===== config.mk =====
export PLATFORM = sky130hd
export DESIGN_NAME = rotator_rr_arbiter
export DESIGN_NICKNAME = d
export VERILOG_FILES = /design/src/rtl/rotator_pkg.sv /design/src/rtl/rr_arbiter.sv /design/src/rtl/rotator_rr_arbiter.sv
export SDC_FILE = /design/constraint.sdc
export NUM_CORES = 1
export LEC_CHECK = 0
export BUFFER_PORTS_ARGS = -buffer_cell sky130_fd_sc_hd__buf_2
export CAP_MARGIN = 40
export CORE_MARGIN = 2
export CORE_UTILIZATION = 30
export DETAILED_ROUTE_END_ITERATION = 8
export GPL_ROUTABILITY_DRIVEN = 1
export MAX_ROUTING_LAYER = met4
export PLACE_DENSITY = 0.57
export RECOVER_POWER = 100
export SYNTH_ARGS = -nofsm -noshare
export SYNTH_HDL_FRONTEND = slang
export SYNTH_HIERARCHICAL = 1
export SYNTH_SLANG_ARGS = --single-unit

===== constraint.sdc =====
create_clock -name clk -period 3.76 [get_ports clk]
set_input_delay 0.564 -clock clk [delete_from_list [all_inputs] [get_ports clk]]
set_output_delay 0.564 -clock clk [all_outputs]
set_load 0.1 [all_outputs]

===== src/rtl/rotator_pkg.sv =====
// Shared constants, request type and the three-stage right-rotate helper
// used by the rotator round-robin arbiter.
package rotator_pkg;

    localparam int DATA_W  = 8;
    localparam int SHIFT_W = 3;

    typedef struct packed {
        logic [7:0] data;
        logic [2:0] shift;
    } rot_req_t;

    // Log-shifter: each stage rotates by 1, 2 or 4 under one shift bit.
    function automatic logic [7:0] rotr8(input logic [7:0] data, input logic [2:0] shift);
        logic [7:0] s1;
        logic [7:0] s2;
        logic [7:0] s3;
        s1 = shift[0] ? {data[0],   data[7:1]} : data;
        s2 = shift[1] ? {s1[1:0],   s1[7:2]}   : s1;
        s3 = shift[2] ? {s2[3:0],   s2[7:4]}   : s2;
        return s3;
    endfunction

endpackage


===== src/rtl/rr_arbiter.sv =====
// Round-robin arbiter: holds the last-grant pointer and issues a one-hot
// grant to the first request found after the pointer, wrapping modulo N.
module rr_arbiter #(
    parameter  int N  = 4,
    localparam int IW = $clog2(N)
) (
    input  logic          clk,
    input  logic          rst,
    input  logic [N-1:0]  req_i,
    input  logic          advance_i,
    output logic [N-1:0]  grant_o,
    output logic [IW-1:0] grant_idx_o
);

    logic [IW-1:0] last_q;
    logic [IW-1:0] last_d;

    // Search runs from farthest to nearest so the nearest candidate wins.
    always_comb begin
        logic [IW:0]   sum;
        logic [IW-1:0] cand;
        grant_o     = '0;
        grant_idx_o = '0;
        sum         = '0;
        cand        = '0;
        for (int k = N; k >= 1; k--) begin
            sum = {1'b0, last_q} + (IW+1)'(k);
            if (sum >= (IW+1)'(N)) begin
                sum = sum - (IW+1)'(N);
            end
            cand = sum[IW-1:0];
            if (req_i[cand]) begin
                grant_o       = '0;
                grant_o[cand] = 1'b1;
                grant_idx_o   = cand;
            end
        end
    end

    always_comb begin
        last_d = last_q;
        if (advance_i) begin
            last_d = grant_idx_o;
        end
    end

    always_ff @(posedge clk or posedge rst) begin
        if (rst) begin
            last_q <= IW'(N-1);
        end else begin
            last_q <= last_d;
        end
    end

endmodule


===== src/rtl/rotator_rr_arbiter.sv =====
// Shares one 8-bit right-rotate datapath among NUM_REQ requesters through a
// round-robin arbiter and a single-entry valid/ready response register.
module rotator_rr_arbiter
    import rotator_pkg::*;
#(
    parameter  int NUM_REQ = 4,
    localparam int ID_W    = $clog2(NUM_REQ)
) (
    input  logic                          clk,
    input  logic                          reset,
    input  logic [NUM_REQ-1:0]            reqValid,
    output logic [NUM_REQ-1:0]            reqReady,
    input  logic [NUM_REQ-1:0][DATA_W-1:0]  reqData,
    input  logic [NUM_REQ-1:0][SHIFT_W-1:0] reqShift,
    output logic                          rspValid,
    input  logic                          rspReady,
    output logic [DATA_W-1:0]             rspData,
    output logic [ID_W-1:0]               rspId,
    output logic                          busy
);

    // Handshakes: a transfer happens on an edge where valid && ready are both
    // high. Producers hold data stable while valid is high and unaccepted, and
    // never make valid depend on ready; ready here may depend on valid.

    logic [NUM_REQ-1:0] grant;
    logic [ID_W-1:0]    grant_idx;
    logic               accept_en;
    logic               hs;
    rot_req_t           sel;

    logic               rsp_valid_q, rsp_valid_d;
    logic [DATA_W-1:0]  rsp_data_q,  rsp_data_d;
    logic [ID_W-1:0]    rsp_id_q,    rsp_id_d;

    assign accept_en = !rsp_valid_q || rspReady;
    assign hs        = accept_en && (|reqValid) && !reset;
    assign reqReady  = (accept_en && !reset) ? grant : '0;
    assign busy      = rsp_valid_q || (|reqValid);

    rr_arbiter #(.N(NUM_REQ)) u_arb (
        .clk         (clk),
        .rst         (reset),
        .req_i       (reqValid),
        .advance_i   (hs),
        .grant_o     (grant),
        .grant_idx_o (grant_idx)
    );

    always_comb begin
        sel = '0;
        for (int i = 0; i < NUM_REQ; i++) begin
            if (grant[i]) begin
                sel.data  = reqData[i];
                sel.shift = reqShift[i];
            end
        end
    end

    // A drain with no new handshake clears valid but leaves data/id as-is.
    always_comb begin
        rsp_valid_d = rsp_valid_q;
        rsp_data_d  = rsp_data_q;
        rsp_id_d    = rsp_id_q;
        if (hs) begin
            rsp_valid_d = 1'b1;
            rsp_data_d  = rotr8(sel.data, sel.shift);
            rsp_id_d    = grant_idx;
        end else if (rspReady) begin
            rsp_valid_d = 1'b0;
        end
    end

    always_ff @(posedge clk or posedge reset) begin
        if (reset) begin
            rsp_valid_q <= 1'b0;
            rsp_data_q  <= '0;
            rsp_id_q    <= '0;
        end else begin
            rsp_valid_q <= rsp_valid_d;
            rsp_data_q  <= rsp_data_d;
            rsp_id_q    <= rsp_id_d;
        end
    end

    assign rspValid = rsp_valid_q;
    assign rspData  = rsp_data_q;
    assign rspId    = rsp_id_q;

endmodule


Word-level counts from Yosys, hierarchy flattened
Cells that the tools add are included.

word-level totals
  input bits = 51
  register bits after elaboration = 13
  output and inout port bits = 16
  logic and storage cells = 75

cells by class
  mux-type cells = 38
  reduce and logical (&&, ||, !) cells = 13
  magnitude comparators = 12
  add/sub/neg operators = 8

operator list
  cell                                                                                  number
  11-bit two-way mux                                                                    4
  8-bit two-way mux                                                                     3
  4-bit two-way mux                                                                     5
  2-bit two-way mux                                                                     8
  3-bit greater-or-equal comparator (second input constant)                             4
  2-bit by 3-bit < comparator with 1-bit output (second input constant)                 4
  1-bit two-way mux                                                                     10
  1-bit binary-select mux with 2-bit select                                             4
  1-bit demux with 2-bit select                                                         4
  2-bit by 1-bit greater-or-equal comparator with 1-bit output (second input constant)  4
  2-bit by 1-bit subtractor with 2-bit output (second input constant)                   4
  1-bit logical AND                                                                     7
  2-bit by 2-bit adder with 3-bit output (second input constant)                        2
  4-bit OR reduction                                                                    1
  2-bit by 1-bit adder with 3-bit output (second input constant)                        1
  2-bit by 3-bit adder with 3-bit output (second input constant)                        1
  1-bit logical NOT                                                                     2
  1-bit logical OR                                                                      2
  2-bit nonzero test                                                                    1

Longest topological paths before layout
Gate-level depths: netlist (run 1).

  word-level depth = 18
  gate-level depth with buffers = 18
  depth with buffers taken out = 12

Modules after synthesis
Netlist (run 1), hierarchy kept.

by module, submodules not included
  module              cells each  area an instance (µm²)  times used  seq. area each (µm²)
  rotator_rr_arbiter  125         1098.6                  1           275.3
  rr_arbiter          72          603.1                   1           52.6

Least setup slack after synthesis (run 1)
No wires, ideal clock.

  path kind = flip-flop to flip-flop
  start point = register u_arb.last_q[1]
  end point = register rsp_data_q[2] (netlist: rspData[2])
  arrival time = 3.976 ns
  period minus slack after synthesis = 4.102 ns
  buffers on the path = 6
  stages on the path, launching flop included = 19
  path slack = -0.342 ns
  cell sequence = dfstp_2 > clkbuf_1 > inv_1 > ha_1 > buf_2 > mux4_1 > nand2b_1 > o21ai_0 > a22o_2 > buf_6 > or2_1 > buf_6 > a221oi_4 > or2_1 > buf_6 > buf_12 > o21ai_2 > o21a_1 > a221o_1

between the ends
  elaborated cells on any way between the ends = 55
  those cells by class = add/sub (8); order compare (12); mux (31); reduce/logical (4)

RTL lines
  what                                                                                                                                                 line                                RTL
  from (decl)                                                                                                                                          rr_arbiter.sv:15                    logic [IW-1:0] last_q;
  from (signal assigned)                                                                                                                               rr_arbiter.sv:49                    last_q <= IW'(N-1);
  from (signal assigned)                                                                                                                               rr_arbiter.sv:51                    last_q <= last_d;
  2-bit by 3-bit adder with 3-bit output                                                                                                               rr_arbiter.sv:27                    sum = {1'b0, last_q} + (IW+1)'(k);
  3-bit greater-or-equal comparator or 2-bit by 1-bit subtractor with 2-bit output (tied branches)                                                     rr_arbiter.sv:28, rr_arbiter.sv:29
  2-bit two-way mux                                                                                                                                    rr_arbiter.sv:28                    if (sum >= (IW+1)'(N)) begin
  2-bit by 3-bit < comparator with 1-bit output (implied by the code) or 2-bit by 1-bit greater-or-equal comparator with 1-bit output (tied branches)  rr_arbiter.sv:34                    grant_o[cand] = 1'b1;
  1-bit logical AND (implied by the code)                                                                                                              rr_arbiter.sv:34
  1-bit two-way mux (implied by the code)                                                                                                              rr_arbiter.sv:34
  1-bit demux with 2-bit select                                                                                                                        -
  4-bit two-way mux (3 in a row)                                                                                                                       rr_arbiter.sv:32                    if (req_i[cand]) begin
  4-bit two-way mux *                                                                                                                                  rr_arbiter.sv:32
  named net grant[3]                                                                                                                                   rotator_rr_arbiter.sv:26            logic [NUM_REQ-1:0] grant;
  11-bit two-way mux *                                                                                                                                 rotator_rr_arbiter.sv:53            if (grant[i]) begin
  8-bit two-way mux                                                                                                                                    rotator_pkg.sv:18                   s1 = shift[0] ? {data[0], data[7:1]} : data;
  8-bit two-way mux                                                                                                                                    rotator_pkg.sv:19                   s2 = shift[1] ? {s1[1:0], s1[7:2]} : s1;
  8-bit two-way mux *                                                                                                                                  rotator_pkg.sv:20                   s3 = shift[2] ? {s2[3:0], s2[7:4]} : s2;
  to (signal assigned)                                                                                                                                 rotator_rr_arbiter.sv:81            rsp_data_q <= rsp_data_d;
  to (decl)                                                                                                                                            rotator_rr_arbiter.sv:33            logic [DATA_W-1:0] rsp_data_q, rsp_data_d;

Mark *: on every way through the listed nets, which the timed path passes. The rest lies on a longest branch. The select of a mux whose other input is x is not followed.
A chain may end at the register's enable or synchronous reset.

Final worst setup path (run 1)
  start point = register u_arb.last_q[0]
  end point = register rsp_data_q[0] (netlist: rspData[0])

between the ends
  elaborated cells on any way between the ends = 55
  those cells by class = add/sub (8); order compare (12); mux (31); reduce/logical (4)

RTL lines
  what                                                                                                                                                 line
  2-bit by 3-bit adder with 3-bit output                                                                                                               rr_arbiter.sv:27
  3-bit greater-or-equal comparator or 2-bit by 1-bit subtractor with 2-bit output (tied branches)                                                     rr_arbiter.sv:28, rr_arbiter.sv:29
  2-bit two-way mux                                                                                                                                    rr_arbiter.sv:28
  2-bit by 3-bit < comparator with 1-bit output (implied by the code) or 2-bit by 1-bit greater-or-equal comparator with 1-bit output (tied branches)  rr_arbiter.sv:34
  1-bit logical AND (implied by the code)                                                                                                              rr_arbiter.sv:34
  1-bit two-way mux (implied by the code)                                                                                                              rr_arbiter.sv:34
  1-bit demux with 2-bit select                                                                                                                        -
  4-bit two-way mux (3 in a row)                                                                                                                       rr_arbiter.sv:32
  4-bit two-way mux *                                                                                                                                  rr_arbiter.sv:32
  named net grant[1]                                                                                                                                   rotator_rr_arbiter.sv:26
  11-bit two-way mux * (3 in a row)                                                                                                                    rotator_rr_arbiter.sv:53
  8-bit two-way mux                                                                                                                                    rotator_pkg.sv:18
  8-bit two-way mux                                                                                                                                    rotator_pkg.sv:19
  8-bit two-way mux *                                                                                                                                  rotator_pkg.sv:20

Marked as above.

==> impl_metrics.env, run 1 <==
export IMPL_layout_nets=328
export IMPL_crit_family="compound AO/OA/AOI/OAI gates"
export IMPL_ys_types=55
export IMPL_synth_largest_area_cell="dfrtp_1"
export IMPL_synth_edff_count=0
export IMPL_finClkSkew_ns=0.00556
export IMPL_yosysMostFrequentCell="nand2_1"
export IMPL_crit_chain="inv_6 > ha_4 > mux4_2 > nand2b_1 > o21ai_0 > a22o_2 > buf_4 > a221oi_4 > or2_4 > buf_12 > o211ai_1 > and3_1 > a221o_1"
export IMPL_first_global_vias=1688
export IMPL_boundaryPins=67
export IMPL_synth_seq_cells=13
export IMPL_start_kind="flop"
export IMPL_min_period_ns=3.55
export IMPL_cts_sinks=13
export IMPL_slowest_stage="dfstp_2"
export IMPL_slew_violations=0
export IMPL_dr_pass1_iters=4
export IMPL_worst_slew_pin_slew_ns=1.16
export IMPL_coreArea_um2=5510
export IMPL_wl_per_cell_um=14.9
export IMPL_yosysWarningCount=6
export IMPL_drc=0
export IMPL_drv_cap=0
export IMPL_critical_path_class="reg2reg"
export IMPL_postCtsHoldBufs=0
export IMPL_drt_iter0_markers=137
export IMPL_diodes=0
export IMPL_rsz0062_at_grt="false"
export IMPL_syn_area_um2=1700
export IMPL_finalCritPeriodShare_pct=94.4
export IMPL_grt_overflow=0
export IMPL_wl_um=5100
export IMPL_fmax_mhz=282
export IMPL_r2r_slack_ns=0.21
export IMPL_cp_num_buf_inv=3
export IMPL_synth_fp_nets=254
export IMPL_cts_root_buffer="clkbuf_8"
export IMPL_fp_dieH_um=79.3
export IMPL_ant_nets=0
export IMPL_preCtsSetupSlack_ns=0.138
export IMPL_ys_seq_area_share_pct=19.3
export IMPL_reg2reg_to="rspData[0]"
export IMPL_slowest_delay_ns=0.60
export IMPL_syn_inst=197
export IMPL_status="finished clean"
export IMPL_yosys_top_cells_area="dfrtp_1, o211ai_1, a221o_2"
export IMPL_die_x_um=79.3
export IMPL_r2r_cells=13
export IMPL_drive_gt1_share_pct=38.9
export IMPL_grt_total_usage_pct=16.0
export IMPL_antenna_found_initial=0
export IMPL_worstPathArrival_ns=3.67
export IMPL_path_max_fanout=14
export IMPL_cts_buffers=3
export IMPL_grt_pass1_wl_um=7890
export IMPL_gp_congestion=0.878
export IMPL_avgSynthCellArea_um2=8.64
export IMPL_area_delta_synth_final_pct=28.7
export IMPL_start_util_pct=30.9
export IMPL_worst_ep_required_time_ns=3.88
export IMPL_dr_total_vias=1841
export IMPL_final_hold_viol_count=0
export IMPL_finalWorstSetupSlack_ns=0.209
export IMPL_htreeDepth=1
export IMPL_die_area_um2=6290
export IMPL_via_per_inst=5.38
export IMPL_path_depth=13
export IMPL_io_buffers=66
export IMPL_num_rows=27
export IMPL_end_kind="flop"
export IMPL_slew_headroom_pct=22.8
export IMPL_cts_tree="done"
export IMPL_synth_flop_cell="dfrtp_1"
export IMPL_synth_common_cells="nand2_1, o211ai_1, dfrtp_1, inv_1, a221o_2"
export IMPL_yosys_area_top_type_share_pct=16.2
export IMPL_hpwl_um=4150
export IMPL_clock_path_buffers=2
export IMPL_min_path_type="in2async"
export IMPL_async_reset_ff_share_pct=100
export IMPL_r2r_start="u_arb/last_q[0]"
export IMPL_clk_latency_ns=0.24
export IMPL_setup_viol=0
export IMPL_grt_max_degree=15
export IMPL_clk_pin_slew_ns=0.05
## repair_timing
item | 4_1_cts | 5_1_grt
resized for setup | 0 | 2
endpoints found under the setup margin | 0 | 6
buffers inserted | 0 | 3
hold endpoints to repair | 0 | 0
## layout make-up
cell class | count | area [um^2]
clock buffers | 4 | 45.0
flip-flops and latches | 13 | 328
fillers | 567 | 3320
well taps | 72 | 90.1
multi-input cells | 155 | 1210
repair buffers | 84 | 455
inverters | 14 | 61.3
## sequential cells by signal, indices dropped and copies added, names as in the netlist
| register | count |
|---|---|
| rspData | 8 |
| rspValid | 1 |
| rspId | 2 |
| u_arb/last_q | 2 |
## worst register-to-register path: stages, from the launching register on
cell and delay, ns:
dfstp_2 0.60, inv_6 0.06, ha_4 0.28, mux4_2 0.48, nand2b_1 0.13, o21ai_0 0.09, a22o_2 0.24, buf_4 0.18
a221oi_4 0.43, or2_4 0.22, buf_12 0.13, o211ai_1 0.12, and3_1 0.22, a221o_1 0.25
## metal layers
metal	part of all wire (%)	GRT usage, %
met1	43	20.7
met2	52	26.9
met3	5.0	1.93
met4	0.45	3.28
met5	0	-
## layout by cell type (no fill, tap or decap), types with 7 or more instances in the layout
cell type	instances
a21oi_1	7
a221o_2	8
buf_2	49
buf_4	15
clkbuf_1	15
dfrtp_1	11
inv_1	9
nand2_1	24
o211ai_1	22
o22a_1	7
## cells by family (layout without fill, tap and decap cells)
group           count (synthesis)  after routing  share of synthesized area (%)
mux                            10             10                           8.38
fa+ha+maj                       6              6                           4.41
flops                          13             13                           19.3
compound gates                 81             81                           40.1
simple gates                   58             58                           17.5
buf+inv                        29            102                           10.3
## worst max path at each step
stage,endpoint,from,slack (ns)
floorplan,rspData[4],u_arb/last_q[0],-0.004
CTS,rspData[0],u_arb/last_q[0],0.14
detailed placement,rspData[0],reqValid[2],0.14
finish,rspData[0],u_arb/last_q[0],0.21
global route,rspData[6],u_arb/last_q[0],0.005
global placement,rspData[4],reqValid[2],0.15
## stage by stage
| stage | hold slack [ns] | utilization [%] | TNS [ns] | cells | instance area (um^2) |
|---|---|---|---|---|---|
| global route | 0.286 | 39.8 | 0 | 342 | 2190 |
| detailed placement | 0.463 | 38.8 | 0 | 335 | 2140 |
| CTS | 0.278 | 39.7 | 0 | 339 | 2180 |
| finish | 0.271 | 39.8 | 0 | 342 | 2190 |
| global placement | 0.465 | 38.8 | 0 | 335 | 2140 |
| floorplan | 0.374 | - | -0.0163 | 197 | 1730 |
Power of run 1 is left out: the tool's default activity adds up to more than one toggle a clock period on the data nets, which glitch-free logic cannot reach.
==> inputs of run 2 (changes only) <==
CORE_UTILIZATION = 32   (was 30)
PLACE_DENSITY = 0.58   (was 0.57)
clock period = 4.6 ns   (was 3.76 ns; I/O delays follow)
==> impl_metrics.env, run 2 (synthesis gave the netlist of run 1 again) <==
export IMPL_cp_num_buf_inv=2
export IMPL_final_cell_mix="buf_2, nand2_1, o211ai_1"
export IMPL_end_kind="flop"
export IMPL_io_buffers=66
export IMPL_grt_pass1_wl_um=7980
export IMPL_critPathMostFrequentCell="or2_1"
export IMPL_cts_setup_buffers=0
export IMPL_worst_ep_required_time_ns=4.73
export IMPL_dr_total_vias=1795
export IMPL_cts_tree="done"
export IMPL_boundaryPins=67
export IMPL_setup_viol=0
export IMPL_finalCritPeriodShare_pct=90.4
export IMPL_drt_iter0_markers=61
export IMPL_clk_pin_slew_ns=0.06
export IMPL_cts_repair_resized=0
export IMPL_fin_util_pct=40.1
export IMPL_ant_nets=0
export IMPL_critical_path_class="reg2reg"
export IMPL_tns_ns=0
export IMPL_gp_congestion=0.869
export IMPL_fin_cells=327
export IMPL_min_path_type="in2async"
export IMPL_clk_latency_ns=0.24
export IMPL_clock_path_buffers=2
export IMPL_layout_commonest_cell="buf_2"
export IMPL_coreArea_um2=5110
export IMPL_hpwl_um=3880
export IMPL_status="finished clean"
export IMPL_slowest_delay_ns=0.57
export IMPL_postCtsHoldBufs=0
export IMPL_grt_max_degree=16
export IMPL_worst_slew_pin_slew_ns=1.19
export IMPL_dr_pass1_iters=4
export IMPL_cts_sinks=13
export IMPL_htreeDepth=1
export IMPL_die_area_um2=5920
export IMPL_crit_chain="inv_1 > ha_1 > mux4_1 > nand2b_1 > o21ai_0 > a22o_2 > or2_1 > a221oi_2 > or2_1 > buf_4 > o211ai_1 > and3_1 > a221o_1"
export IMPL_start_kind="flop"
export IMPL_drive_gt1_share_pct=32.3
export IMPL_wl_per_cell_um=14.8
export IMPL_finClkSkew_ns=0.00146
export IMPL_area_delta_synth_final_pct=20.3
export IMPL_layout_nets=315
export IMPL_path_max_fanout=10
export IMPL_worstPathArrival_ns=4.28
export IMPL_largest_reg_flops=8
export IMPL_antenna_found_initial=0
export IMPL_grt_overflow=0
export IMPL_min_period_ns=4.16
export IMPL_rsz0062_at_grt="false"
export IMPL_slew_headroom_pct=21.0
export IMPL_start_util_pct=33.3
export IMPL_final_hold_viol_count=0
export IMPL_dp_cells=323
export IMPL_num_rows=26
export IMPL_slowest_stage="mux4_1"
export IMPL_fmax_mhz=241
export IMPL_fp_dieH_um=76.9
export IMPL_first_global_vias=1686
export IMPL_die_x_um=76.9
export IMPL_cts_buffers=3
export IMPL_drv_cap=0
export IMPL_drc=0
export IMPL_slew_violations=0
export IMPL_diodes=0
export IMPL_via_per_inst=5.49
export IMPL_fill_cells=562
export IMPL_grt_total_usage_pct=16.6
export IMPL_cts_root_buffer="clkbuf_8"
export IMPL_crit_family="compound AO/OA/AOI/OAI gates"
export IMPL_wl_um=4850
## run 2: final cells by class
cell class                      count  area, um^2  area share [%]
Tap cell                           70        87.6            4.28
Sequential cell                    13         328            16.0
Clock buffer                        4        45.0            2.20
Inverter                           14        52.6            2.57
Timing Repair Buffer               71         347            16.9
Multi-Input combinational cell    155        1190            58.0
## run 2: path summary, 6_finish.rpt
check	start	to	slack, ns	cells past startpoint
worst max-delay path	u_arb/last_q[0]	rspData[5]	0.44	13
worst min-delay path	reset	rspValid	0.39	2
worst max register to register	u_arb/last_q[0]	rspData[5]	0.44	13
worst min register to register	rspData[3]	rspData[3]	0.47	2
max in group asynchronous	reset	rspData[7]	3.98	2
min in group clk	rspData[3]	rspData[3]	0.47	2
## run 2: stage by stage
stage | hold slack (ns) | instance area [um^2] | worst slack, ns
finish | 0.387 | 2050 | 0.442
global route | 0.433 | 2050 | 0.153
CTS | 0.410 | 2080 | 0.572
detailed placement | 0.463 | 2030 | 0.588
global placement | 0.463 | 2030 | 0.662
floorplan | 0.500 | 1700 | 0.498
## run 2: per-layer routing
layer  track usage [%]  vias to the layer above  part of all wire (%)
met3              1.88                        4                   4.1
li1                  -                      891                     -
met2              28.7                       44                    51
met1              20.8                      856                    44
met5                 -                        -                     0
met4              3.27                        0                  0.97
Power of run 2 is left out for the same reason.
